**src/rtl/spi_cmd_rx_pkg.sv**
```systemverilog
// ---------------------------------------------------------------------------
// spi_cmd_rx_pkg
// Shared definitions for the SPI command receiver slice:
//   - receive FSM state encoding
//   - status byte layout shifted out on MISO at chip-select fall
//   - default FIFO depth and synchroniser length
//   - helper that builds the status byte from the overflow flag and the
//     number of free FIFO entries
// ---------------------------------------------------------------------------
package spi_cmd_rx_pkg;

   typedef enum logic {
      SPI_RX_STATE_IDLE  = 1'b0,
      SPI_RX_STATE_SHIFT = 1'b1
   } spiRxState_t;

   localparam int DEFAULT_FIFO_DEPTH  = 16;
   localparam int DEFAULT_SYNC_STAGES = 2;

   // Status byte: bit 7 is the sticky overflow flag, bits 6..0 carry the
   // free-entry count saturated to what seven bits can hold.
   localparam int STATUS_OVF_BIT  = 7;
   localparam int STATUS_FREE_W   = 7;
   localparam int STATUS_FREE_MAX = (1 << STATUS_FREE_W) - 1;

   // Builds the status byte; deep FIFOs report "127 or more" free entries.
   function automatic logic [7:0] statusByte(input logic ovf, input int unsigned freeCnt);
      logic [7:0]               status;
      logic [STATUS_FREE_W-1:0] sat;
      if (freeCnt > STATUS_FREE_MAX) begin
         sat = STATUS_FREE_W'(STATUS_FREE_MAX);
      end else begin
         sat = freeCnt[STATUS_FREE_W-1:0];
      end
      status                 = {1'b0, sat};
      status[STATUS_OVF_BIT] = ovf;
      return status;
   endfunction

endpackage

```
**src/rtl/spi_cmd_rx_byte_fifo.sv**
```systemverilog
// ---------------------------------------------------------------------------
// byte_fifo
// Show-ahead synchronous FIFO. The head entry is always visible on o_data
// (zero when empty). Pointers carry an extra wrap bit so full and empty
// fall out of a pointer compare. A push while full is accepted only when a
// pop happens in the same cycle.
// Ports:
//   clk, reset   clock, synchronous active-high reset
//   i_push       write i_data this cycle
//   i_data       data to write
//   i_pop        advance the read pointer (ignored when empty)
//   o_data       head of queue
//   o_full       all entries occupied
//   o_empty      no entries occupied
//   o_level      registered entry count
// ---------------------------------------------------------------------------
module byte_fifo
   import spi_cmd_rx_pkg::*;
#(
   parameter int DEPTH = DEFAULT_FIFO_DEPTH,
   parameter int WIDTH = 8,
   localparam int AW   = $clog2(DEPTH),
   localparam int LW   = AW + 1
) (
   input  logic             clk,
   input  logic             reset,
   input  logic             i_push,
   input  logic [WIDTH-1:0] i_data,
   input  logic             i_pop,
   output logic [WIDTH-1:0] o_data,
   output logic             o_full,
   output logic             o_empty,
   output logic [LW-1:0]    o_level
);

   logic [WIDTH-1:0] r_mem [DEPTH];
   logic [AW:0]      r_rdPtr;
   logic [AW:0]      r_wrPtr;
   logic [LW-1:0]    r_level;
   logic             w_popEn;
   logic             w_pushEn;

   // Same index with differing wrap bits means the writer has lapped the
   // reader once: full. Identical pointers mean empty.
   assign o_empty  = (r_rdPtr == r_wrPtr);
   assign o_full   = (r_rdPtr[AW] != r_wrPtr[AW]) && (r_rdPtr[AW-1:0] == r_wrPtr[AW-1:0]);
   assign w_popEn  = i_pop & ~o_empty;
   assign w_pushEn = i_push & (~o_full | w_popEn);
   assign o_data   = o_empty ? '0 : r_mem[r_rdPtr[AW-1:0]];
   assign o_level  = r_level;

   // Storage is write-only from the clocked side; when full with a
   // simultaneous pop the write lands in the slot being vacated.
   always_ff @(posedge clk) begin
      if (w_pushEn) begin
         r_mem[r_wrPtr[AW-1:0]] <= i_data;
      end
   end

   // Pointers and the level counter move together; the level is kept as
   // its own register so it is a clean flop output for the status byte.
   always_ff @(posedge clk) begin
      if (reset) begin
         r_rdPtr <= '0;
         r_wrPtr <= '0;
         r_level <= '0;
      end else begin
         if (w_pushEn) begin
            r_wrPtr <= r_wrPtr + 1'b1;
         end
         if (w_popEn) begin
            r_rdPtr <= r_rdPtr + 1'b1;
         end
         case ({w_pushEn, w_popEn})
            2'b10:   r_level <= r_level + 1'b1;
            2'b01:   r_level <= r_level - 1'b1;
            default: r_level <= r_level;
         endcase
      end
   end

endmodule

```
**src/rtl/spi_cmd_rx.sv**
```systemverilog
// ---------------------------------------------------------------------------
// spi_cmd_rx
// SPI mode-0 slave byte receiver feeding a show-ahead byte FIFO. SCK, MOSI
// and CS_N are synchronised into clk and edge-detected; bytes are assembled
// MSB first and queued. At each CS fall a status byte {overflow, free
// entries} is loaded and shifted out on MISO so the host can pace writes.
// Ports:
//   clk, reset       system clock, synchronous active-high reset
//   spi_sck          SPI clock (asynchronous)
//   spi_mosi         SPI data in (asynchronous)
//   spi_cs_n         chip select, active low (asynchronous)
//   spi_miso         status bit out
//   out_byte         FIFO head, valid while out_ready
//   out_ready        FIFO non-empty
//   next             single-cycle pop request
//   clear_overflow   single-cycle clear of the sticky overflow flag
//   overflow         a completed byte was dropped because the FIFO was full
//   fifo_level       current FIFO entry count
// ---------------------------------------------------------------------------
module spi_cmd_rx
   import spi_cmd_rx_pkg::*;
#(
   parameter int FIFO_DEPTH  = DEFAULT_FIFO_DEPTH,
   parameter int SYNC_STAGES = DEFAULT_SYNC_STAGES
) (
   input  logic                          clk,
   input  logic                          reset,
   input  logic                          spi_sck,
   input  logic                          spi_mosi,
   input  logic                          spi_cs_n,
   output logic                          spi_miso,
   output logic [7:0]                    out_byte,
   output logic                          out_ready,
   input  logic                          next,
   input  logic                          clear_overflow,
   output logic                          overflow,
   output logic [$clog2(FIFO_DEPTH):0]   fifo_level
);

   localparam int LW = $clog2(FIFO_DEPTH) + 1;

   logic [SYNC_STAGES-1:0] r_sckSync;
   logic [SYNC_STAGES-1:0] r_mosiSync;
   logic [SYNC_STAGES-1:0] r_csnSync;
   logic                   r_sckDly;
   logic                   r_csnDly;
   spiRxState_t            r_state;
   spiRxState_t            w_stateNext;
   logic [2:0]             r_bitCtr;
   logic [6:0]             r_rxShift;
   logic [7:0]             r_txShift;
   logic                   r_overflow;

   logic                   w_sck;
   logic                   w_mosi;
   logic                   w_csn;
   logic                   w_sckRise;
   logic                   w_sckFall;
   logic                   w_csFall;
   logic                   w_csRise;
   logic                   w_load;
   logic                   w_abort;
   logic                   w_rxEn;
   logic                   w_txEn;
   logic                   w_push;
   logic [7:0]             w_pushByte;
   logic [7:0]             w_status;
   logic                   w_full;
   logic                   w_empty;
   logic                   w_drop;
   logic [LW-1:0]          w_level;

   // Synchroniser chains. Reset presets them to the idle bus (SCK low,
   // CS_N high) so that leaving reset never looks like an SCK edge.
   always_ff @(posedge clk) begin
      if (reset) begin
         r_sckSync  <= '0;
         r_mosiSync <= '0;
         r_csnSync  <= '1;
         r_sckDly   <= 1'b0;
         r_csnDly   <= 1'b1;
      end else begin
         r_sckSync  <= {r_sckSync[SYNC_STAGES-2:0], spi_sck};
         r_mosiSync <= {r_mosiSync[SYNC_STAGES-2:0], spi_mosi};
         r_csnSync  <= {r_csnSync[SYNC_STAGES-2:0], spi_cs_n};
         r_sckDly   <= w_sck;
         r_csnDly   <= w_csn;
      end
   end

   assign w_sck      = r_sckSync[SYNC_STAGES-1];
   assign w_mosi     = r_mosiSync[SYNC_STAGES-1];
   assign w_csn      = r_csnSync[SYNC_STAGES-1];
   assign w_sckRise  = w_sck & ~r_sckDly;
   assign w_sckFall  = ~w_sck & r_sckDly;
   assign w_csFall   = ~w_csn & r_csnDly;
   assign w_csRise   = w_csn & ~r_csnDly;
   assign w_pushByte = {r_rxShift, w_mosi};
   assign w_status   = statusByte(r_overflow, 32'(FIFO_DEPTH) - 32'(w_level));

   // Receive FSM state register.
   always_ff @(posedge clk) begin
      if (reset) begin
         r_state <= SPI_RX_STATE_IDLE;
      end else begin
         r_state <= w_stateNext;
      end
   end

   // Next state and datapath strobes. A CS rise ends the frame and masks
   // any SCK edge seen in the same cycle; the eighth rising edge pushes the
   // byte formed from the seven stored bits plus the bit arriving now.
   always_comb begin
      w_stateNext = r_state;
      w_load      = 1'b0;
      w_abort     = 1'b0;
      w_rxEn      = 1'b0;
      w_txEn      = 1'b0;
      w_push      = 1'b0;
      unique case (r_state)
         SPI_RX_STATE_IDLE: begin
            if (w_csFall) begin
               w_stateNext = SPI_RX_STATE_SHIFT;
               w_load      = 1'b1;
            end
         end
         SPI_RX_STATE_SHIFT: begin
            if (w_csRise) begin
               w_stateNext = SPI_RX_STATE_IDLE;
               w_abort     = 1'b1;
            end else begin
               w_rxEn = w_sckRise;
               w_txEn = w_sckFall;
               w_push = w_sckRise && (r_bitCtr == 3'd7);
            end
         end
         default: w_stateNext = SPI_RX_STATE_IDLE;
      endcase
   end

   // Shift registers and bit counter. The 3-bit counter wraps to zero on
   // the byte-completing edge; an aborted frame just clears it, dropping
   // the partial byte. MISO is the transmit MSB, so zeros follow once the
   // status byte is fully shifted.
   always_ff @(posedge clk) begin
      if (reset) begin
         r_bitCtr  <= '0;
         r_rxShift <= '0;
         r_txShift <= '0;
      end else begin
         if (w_load) begin
            r_bitCtr  <= '0;
            r_txShift <= w_status;
         end
         if (w_abort) begin
            r_bitCtr <= '0;
         end
         if (w_rxEn) begin
            r_rxShift <= {r_rxShift[5:0], w_mosi};
            r_bitCtr  <= r_bitCtr + 1'b1;
         end
         if (w_txEn) begin
            r_txShift <= {r_txShift[6:0], 1'b0};
         end
      end
   end

   assign spi_miso = r_txShift[7];

   // A completed byte is lost only when the FIFO is full and no pop frees
   // a slot in the same cycle.
   assign w_drop = w_push & w_full & ~(next & ~w_empty);

   // Sticky overflow; a new drop beats a simultaneous clear.
   always_ff @(posedge clk) begin
      if (reset) begin
         r_overflow <= 1'b0;
      end else if (w_drop) begin
         r_overflow <= 1'b1;
      end else if (clear_overflow) begin
         r_overflow <= 1'b0;
      end
   end

   assign overflow = r_overflow;

   byte_fifo #(
      .DEPTH (FIFO_DEPTH),
      .WIDTH (8)
   ) u_fifo (
      .clk     (clk),
      .reset   (reset),
      .i_push  (w_push),
      .i_data  (w_pushByte),
      .i_pop   (next),
      .o_data  (out_byte),
      .o_full  (w_full),
      .o_empty (w_empty),
      .o_level (w_level)
   );

   assign out_ready  = ~w_empty;
   assign fifo_level = w_level;

endmodule

```
**config.mk**
```make
export PLATFORM = sky130hd
export DESIGN_NAME = spi_cmd_rx
export DESIGN_NICKNAME = d
export VERILOG_FILES = /design/src/rtl/spi_cmd_rx_pkg.sv /design/src/rtl/spi_cmd_rx_byte_fifo.sv /design/src/rtl/spi_cmd_rx.sv
export SDC_FILE = /design/constraint.sdc
export NUM_CORES = 1
export LEC_CHECK = 0
export ABC_CLOCK_PERIOD_IN_PS = 2840
export CAP_MARGIN = 20
export CORE_ASPECT_RATIO = 0.7
export CORE_MARGIN = 2
export CORE_UTILIZATION = 60
export CTS_CLUSTER_SIZE = 14
export DETAILED_ROUTE_END_ITERATION = 16
export PLACE_DENSITY = 0.78
export SLEW_MARGIN = 10
export SYNTH_ARGS = -nofsm -noshare
export SYNTH_HDL_FRONTEND = slang
export SYNTH_SLANG_ARGS = --single-unit
```
**constraint.sdc**
```tcl
create_clock -name clk -period 2.84 [get_ports clk]
set_input_delay 0.426 -clock clk [delete_from_list [all_inputs] [get_ports clk]]
set_output_delay 0.426 -clock clk [all_outputs]
set_load 0.01 [all_outputs]
```
# After elaboration in Yosys (flattened, before gate mapping)
# Memory sizes are Yosys's and may differ from the RTL's. A register that Yosys moved wholly into a read port is not among the register bits.
# Cells that the tools add are included.
# op_classes
bitwise	17
n_mux	26
n_lt_le_gt_ge	1
eq_ne	6
n_addsub	6
reduce_logical	7
# op_table
op	count
$gt 32x7->1 const B	1
$mux 8	3
$add 5x1->5 const B	3
$mux 1	15
$pmux 5 s2	1
$mux 3	3
$and 1x1->1	8
$mux 4	2
$not 1->1	8
$mux 7	1
$reduce_bool 2->1	3
$sub 5x5->6 const A	1
$eq 5x5->1	1
$sub 5x1->5 const B	1
$eq 4x4->1	1
$add 3x1->3 const B	1
$eq 3x3->1 const B	1
$reduce_bool 3->1	1
$eq 2x1->1 const B	1
$eq 2x2->1 const B	1
$logic_and 1x1->1	2
$pmux 1 s2	1
$reduce_or 2->1	1
$ne 1x1->1	1
$or 1x1->1	1
# word_totals
mem_bits_rw	128
mem_count	1
reg_bits	43
word_cells	78
out_inout_bits	16
# memory_table
memory	depth	width	rd	rd_clocked_by_memory_dff	wr	line_no	rtl
u_fifo.r_mem	16	8	1	1	1	spi_cmd_rx_byte_fifo.sv:36	logic [WIDTH-1:0] r_mem [DEPTH];

# Logic depth before layout (Yosys ltp)
# depth
ltp_word	8
mapped_depth	12
depth_no_buf	12

# Modules after synthesis
# A second synthesis with hierarchy kept.
# unflattened
hier_cells	451
area_unflattened_um2	7173.1
# modules_own_cells
module	area_per_inst_um2	n_inst	cells_each
byte_fifo	6030.8	1	333
spi_cmd_rx	1142.3	1	118

# Worst setup path before layout
# OpenSTA, ideal clock, no wires.
# synth_path
path_kind	register -> register
start	reg r_bitCtr[0]
end	reg u_fifo.r_level[3], in the netlist u_fifo.o_level[3]
synth_period_minus_slack_ns	2.512
setup_slack_ns	0.328
n_path_buf	0
setup_time_ns	0.121
required_time_ns	2.719
stages_incl_launch_ff	13
arrival_time_ns	2.392
cell_sequence	dfxtp_1 -> ha_1 -> ha_1 -> and3b_1 -> and3_1 -> a211o_4 -> clkinv_4 -> ha_1 -> a21o_1 -> a21oi_1 -> xor2_1 -> nor2_1 -> mux2_2
# synth_between
elab_chain_cells	7
elab_cells_between_ends	9
cone_classes	3 x eq/ne; 3 x mux; 1 x bitwise; 2 x reduce/logical
# synth_rtl
element	line_no	rtl
start: declaration	spi_cmd_rx.sv:49	logic [2:0] r_bitCtr;
start signal: assignment	spi_cmd_rx.sv:160	r_bitCtr <= r_bitCtr + 1'b1;
$eq 3x3->1 *	spi_cmd_rx.sv:134	w_push = w_sckRise && (r_bitCtr == 3'd7);
$logic_and 1x1->1 *	spi_cmd_rx.sv:134	
$mux 1 *	spi_cmd_rx.sv:128	if (w_csRise) begin
$mux 1 *	spi_cmd_rx.sv:120	unique case (r_state)
$and 1x1->1 *	spi_cmd_rx_byte_fifo.sv:48	assign w_pushEn = i_push & (~o_full | w_popEn);
$eq 2x1->1 or $eq 2x2->1 (tied branches)	spi_cmd_rx_byte_fifo.sv:74	case ({w_pushEn, w_popEn})
$pmux 5 s2 or $reduce_bool 2->1 (tied branches)	-	
end signal: assignment	spi_cmd_rx_byte_fifo.sv:75	2'b10: r_level <= r_level + 1'b1;
end signal: assignment	spi_cmd_rx_byte_fifo.sv:76	2'b01: r_level <= r_level - 1'b1;
end signal: assignment	spi_cmd_rx_byte_fifo.sv:77	default: r_level <= r_level;
end: declaration	spi_cmd_rx_byte_fifo.sv:39	logic [LW-1:0] r_level;
# Every way passes the cells marked *; elsewhere a longest branch is shown, timed or not.
# A chain may end at the register's enable or synchronous reset.

==> impl_summary.txt <==
----------------------------------------------------
[GRT]
  Overall overflow remaining after global route ... 0
  Maximum number of pins on one net before global-route repair ... between 40 and 50
  First-pass GRT wire length ... ~23 mm
  Number of antenna violations at the first check in global routing ... 0
  Aggregate global-route resource usage ... 0.251
  Vias in the first global route ... 4117

[Timing]
  Worst slew pin tran ... 0.750 ns
  Highest achievable clock rate ... 366 MHz
  Hold violation count in the final report ... 0
  Count of pins over their slew limit ... 0
  RSZ-0062 raised after global routing ... no
  Final total negative setup slack ... 0 ns
  Fin Hold WS ... roughly 0.42 ns
  Final critical-path share of the clock period ... 0.963
  Final-report setup violation count ... 0
  Time the final worst path needs with I/O delays and setup ... about 2.7 ns
  Max-slew headroom ... 0.499
  Worst clock skew ... ~0.0071 ns

[Power]
  Worst voltage drop across the vdd grid ... 0.457 mV
  Power per unit of standard cell area ... between 600 and 700 nW/um^2
  Static leakage ... roughly 0.0029 uW

[Yosys]
  Synth cell types ... 51
  Cell types occupying the most area after synthesis ... sky130_fd_sc_hd__edfxtp_1 (53%), sky130_fd_sc_hd__dfxtp_1 (13%), sky130_fd_sc_hd__mux4_2 (10%)
  Post-Synthesis Net Count ... approximately 500
  Proportion of register bits with asynchronous set or reset after synthesis ... 0
  Most area-hungry cell type in the Yosys netlist ... sky130_fd_sc_hd__edfxtp_1
  Synthesized area divided by synthesized cell count ... between 15 and 20 um^2
  Top-area cell type share of the netlist area ... 0.535
  Sequential cell area fraction in the yosys report ... 0.665
  Number of instances in the synthesized netlist ... 471
  Most instantiated flip-flop cell in the synthesis netlist ... sky130_fd_sc_hd__edfxtp_1
  EDFF count, synth ... about 130
  Syn Std Cell Area ... roughly 7200 um^2
  Warnings, synthesis ... 0
  Synth Register Bits ... 175

[Floorplan]
  Std-Cell Rows ... 33
  Full die area ... about 13000 um^2
  Number of top-level pins ... 23
  Initial core utilization ... 0.615
  Die Wd ... between 100 and 150 um
  Die H ... roughly 96 um
  Core box area ... between 10000 and 15000 um^2

[Clocking]
  Clock input transition at the sequential cells of the worst setup and hold paths ... ~0.060 ns
  Clock Tree Buf Depth ... 2
  Clk sinks ... between 150 and 200
  CTS tree ... done
  Clk Latency, worst-skew pair ... about 0.42 ns
  CTS buffer count ... 17
  H-tree depth ... 4
  Post-CTS Hold Fix Bufs ... 0
  CTS Root Buffer Type ... sky130_fd_sc_hd__clkbuf_16

[Flow run]
  Number of maximum-capacitance constraint violations ... 0

[Detailed routing]
  Aggregate routed wire length ... ~15 mm
  Via-per-instance ratio ... between 6 and 7
  Count of vias placed by the detailed router ... about 4100
  Iteration-0 DRC count of the detailed router ... ~450
  WL/cell ... about 21 um
  DRC violation count after routing ... 0
  DRT Pass-1 Iters ... 5
  Post-DRT Antenna Nets ... 0

[Place]
  GP Congestion ... roughly 0.85
  Port-buffer cells ... 22
  Estimated wirelength of the detail-placed design ... slightly above 9 mm
  Post-placement cell count ... 653

[Worst setup path]
  Worst R2R Start ... r_bitCtr[0]
  Setup crit end kind ... output pin
  Setup Crit Path Kind ... reg -> out
  Endpoint of the worst setup timing path ... out_byte[7]
  Cell count of the worst reg-to-reg path ... 12
  Sort of element at the start of the critical path ... flop
  R2R Path End ... u_fifo.o_level[3]
  Minimum setup slack among reg-to-reg paths ... 0.21 ns
  CP required ... 2.41 ns
  CP Data Arrival Time ... about 2.3 ns
  Biggest fanout along the worst timing path ... 13

[Layout]
  Non-filler cells in the finished layout ... 688
  Antenna Cells ... 0
  Utilization after layout ... 0.723
  Fraction of final layout cells with drive strength greater than 1 ... 0.224
  Synth-to-layout area growth ... 17.5%
  Final-layout fill cell count ... 712
  Layout net count ... about 540

[Outcome]
  Status ... finished clean

[Min path]
  Type of the worst min-delay path ... reg -> reg

----------------------------------------------------
## layout by cell type, fill, tap and decap left out, types with 5 or more instances in the layout
master	synthesis	layout
sky130_fd_sc_hd__a31oi_1	5	5
sky130_fd_sc_hd__o21ai_0	8	8
sky130_fd_sc_hd__ha_1	11	11
sky130_fd_sc_hd__buf_4	2	26
sky130_fd_sc_hd__mux4_2	32	32
sky130_fd_sc_hd__clkbuf_16	0	21
sky130_fd_sc_hd__clkdlybuf4s50_1	0	14
sky130_fd_sc_hd__inv_1	13	13
sky130_fd_sc_hd__edfxtp_1	128	128
sky130_fd_sc_hd__nand3_1	5	5
sky130_fd_sc_hd__buf_12	0	5
sky130_fd_sc_hd__dlygate4sd2_1	0	8
sky130_fd_sc_hd__xnor2_1	9	9
sky130_fd_sc_hd__nor2_1	37	37
sky130_fd_sc_hd__xor2_1	6	6
sky130_fd_sc_hd__a21oi_1	17	16
sky130_fd_sc_hd__dfxtp_1	47	44
sky130_fd_sc_hd__nand2_1	32	32
sky130_fd_sc_hd__nor3_1	7	7
sky130_fd_sc_hd__a211oi_1	18	14
sky130_fd_sc_hd__mux2i_1	10	9
sky130_fd_sc_hd__nor2b_1	16	16
## cell usage after synthesis (all sizes together) (3+ instances only)
library cell and instances:
nand3 6, dfxtp 47, a22oi 4, nor2 39, a31oi 5, buf 14
xor2 6, or2 3, clkbuf 12, inv 13, edfxtp 128, mux2 3
nor2b 16, o21ai 9, a21oi 18, nand2 32, nor3 7, mux2i 10
ha 11, xnor2 10, nand4 4, mux4 32, a211oi 18
## sequential cells by signal, summed over array words and instances, names as in the netlist, named ones only
signal          count
overflow            1
r_bitCtr            3
r_txShift           8
r_sckDly            1
u_fifo.o_level      5
u_fifo.r_mem      128
r_mosiSync          2
r_sckSync           2
r_csnSync           2
r_rxShift           7
r_state             1
u_fifo.r_rdPtr      5
u_fifo.r_wrPtr      5
r_csnDly            1
## worst min-delay path by stage
| stage | startpoint | end | cells past startpoint |
|---|---|---|---|
| global placement | r_csnSync[0] | r_csnSync[1] | 1 |
| finish | r_csnSync[0] | r_csnSync[1] | 1 |
| floorplan | r_csnSync[0] | r_csnSync[1] | 1 |
| detailed placement | r_csnSync[0] | r_csnSync[1] | 1 |
| CTS | r_csnSync[0] | r_csnSync[1] | 1 |
| global route | r_csnSync[0] | r_csnSync[1] | 1 |
## metal layers
metal	global-route usage	up-vias	routed length, um
li1	-	1878	-
met1	0.357	2078	6410
met2	0.392	166	7050
met3	0.0643	12	1020
met4	0.0684	0	99
met5	0	-	0
## report_power, final
group,switching [uW],internal [uW]
clock network,932,1580
logic,22.3,15.3
registers,8.46,2710
## kinds of logic after synthesis
logic type | share of synthesized area
flip-flops | 0.665
XOR/XNOR | 0.0205
AND/OR/NAND/NOR | 0.0821
multiplexers | 0.119
adder cells (fa/ha/maj) | 0.0219
AO/OA/AOI/OAI | 0.0623
buffers and inverters | 0.0289
## critical path: stages, from the launching register on
cell                            delay (ns)
sky130_fd_sc_hd__dfxtp_4              0.37
sky130_fd_sc_hd__buf_12               0.13
sky130_fd_sc_hd__buf_12               0.17
sky130_fd_sc_hd__mux4_2               0.51
sky130_fd_sc_hd__a211oi_1             0.28
sky130_fd_sc_hd__a211oi_1             0.10
sky130_fd_sc_hd__dlygate4sd2_1        0.33
## repair_timing
| item | in CTS | in global routing |
|---|---|---|
| resized for setup | 13 | 7 |
| endpoints found under the setup margin | 9 | 6 |
| buffers inserted | 3 | 0 |
## metrics by stage
step	total power, uW	setup WS (ns)	instance area [um^2]
after floorplan	2800	0.328	7190
after global placement	2810	0.185	7730
after detailed placement	2820	0.160	7730
after CTS	5300	0.0396	8430
after global routing	5410	0.00511	8450
final	5270	0.105	8450
## area by class of cell
cell class / count / area [um^2] / area share
Clock inverter: 6 / 87.6 / 0.0104
Inverter: 14 / 57.6 / 0.00681
Clock buffer: 26 / 574 / 0.0679
Timing Repair Buffer: 54 / 517 / 0.0611
Tap cell: 157 / 196 / 0.0232
Sequential cell: 175 / 4790 / 0.567
Multi-Input combinational cell: 256 / 2230 / 0.264
Note: power is estimated with default switching activity, not from simulation.
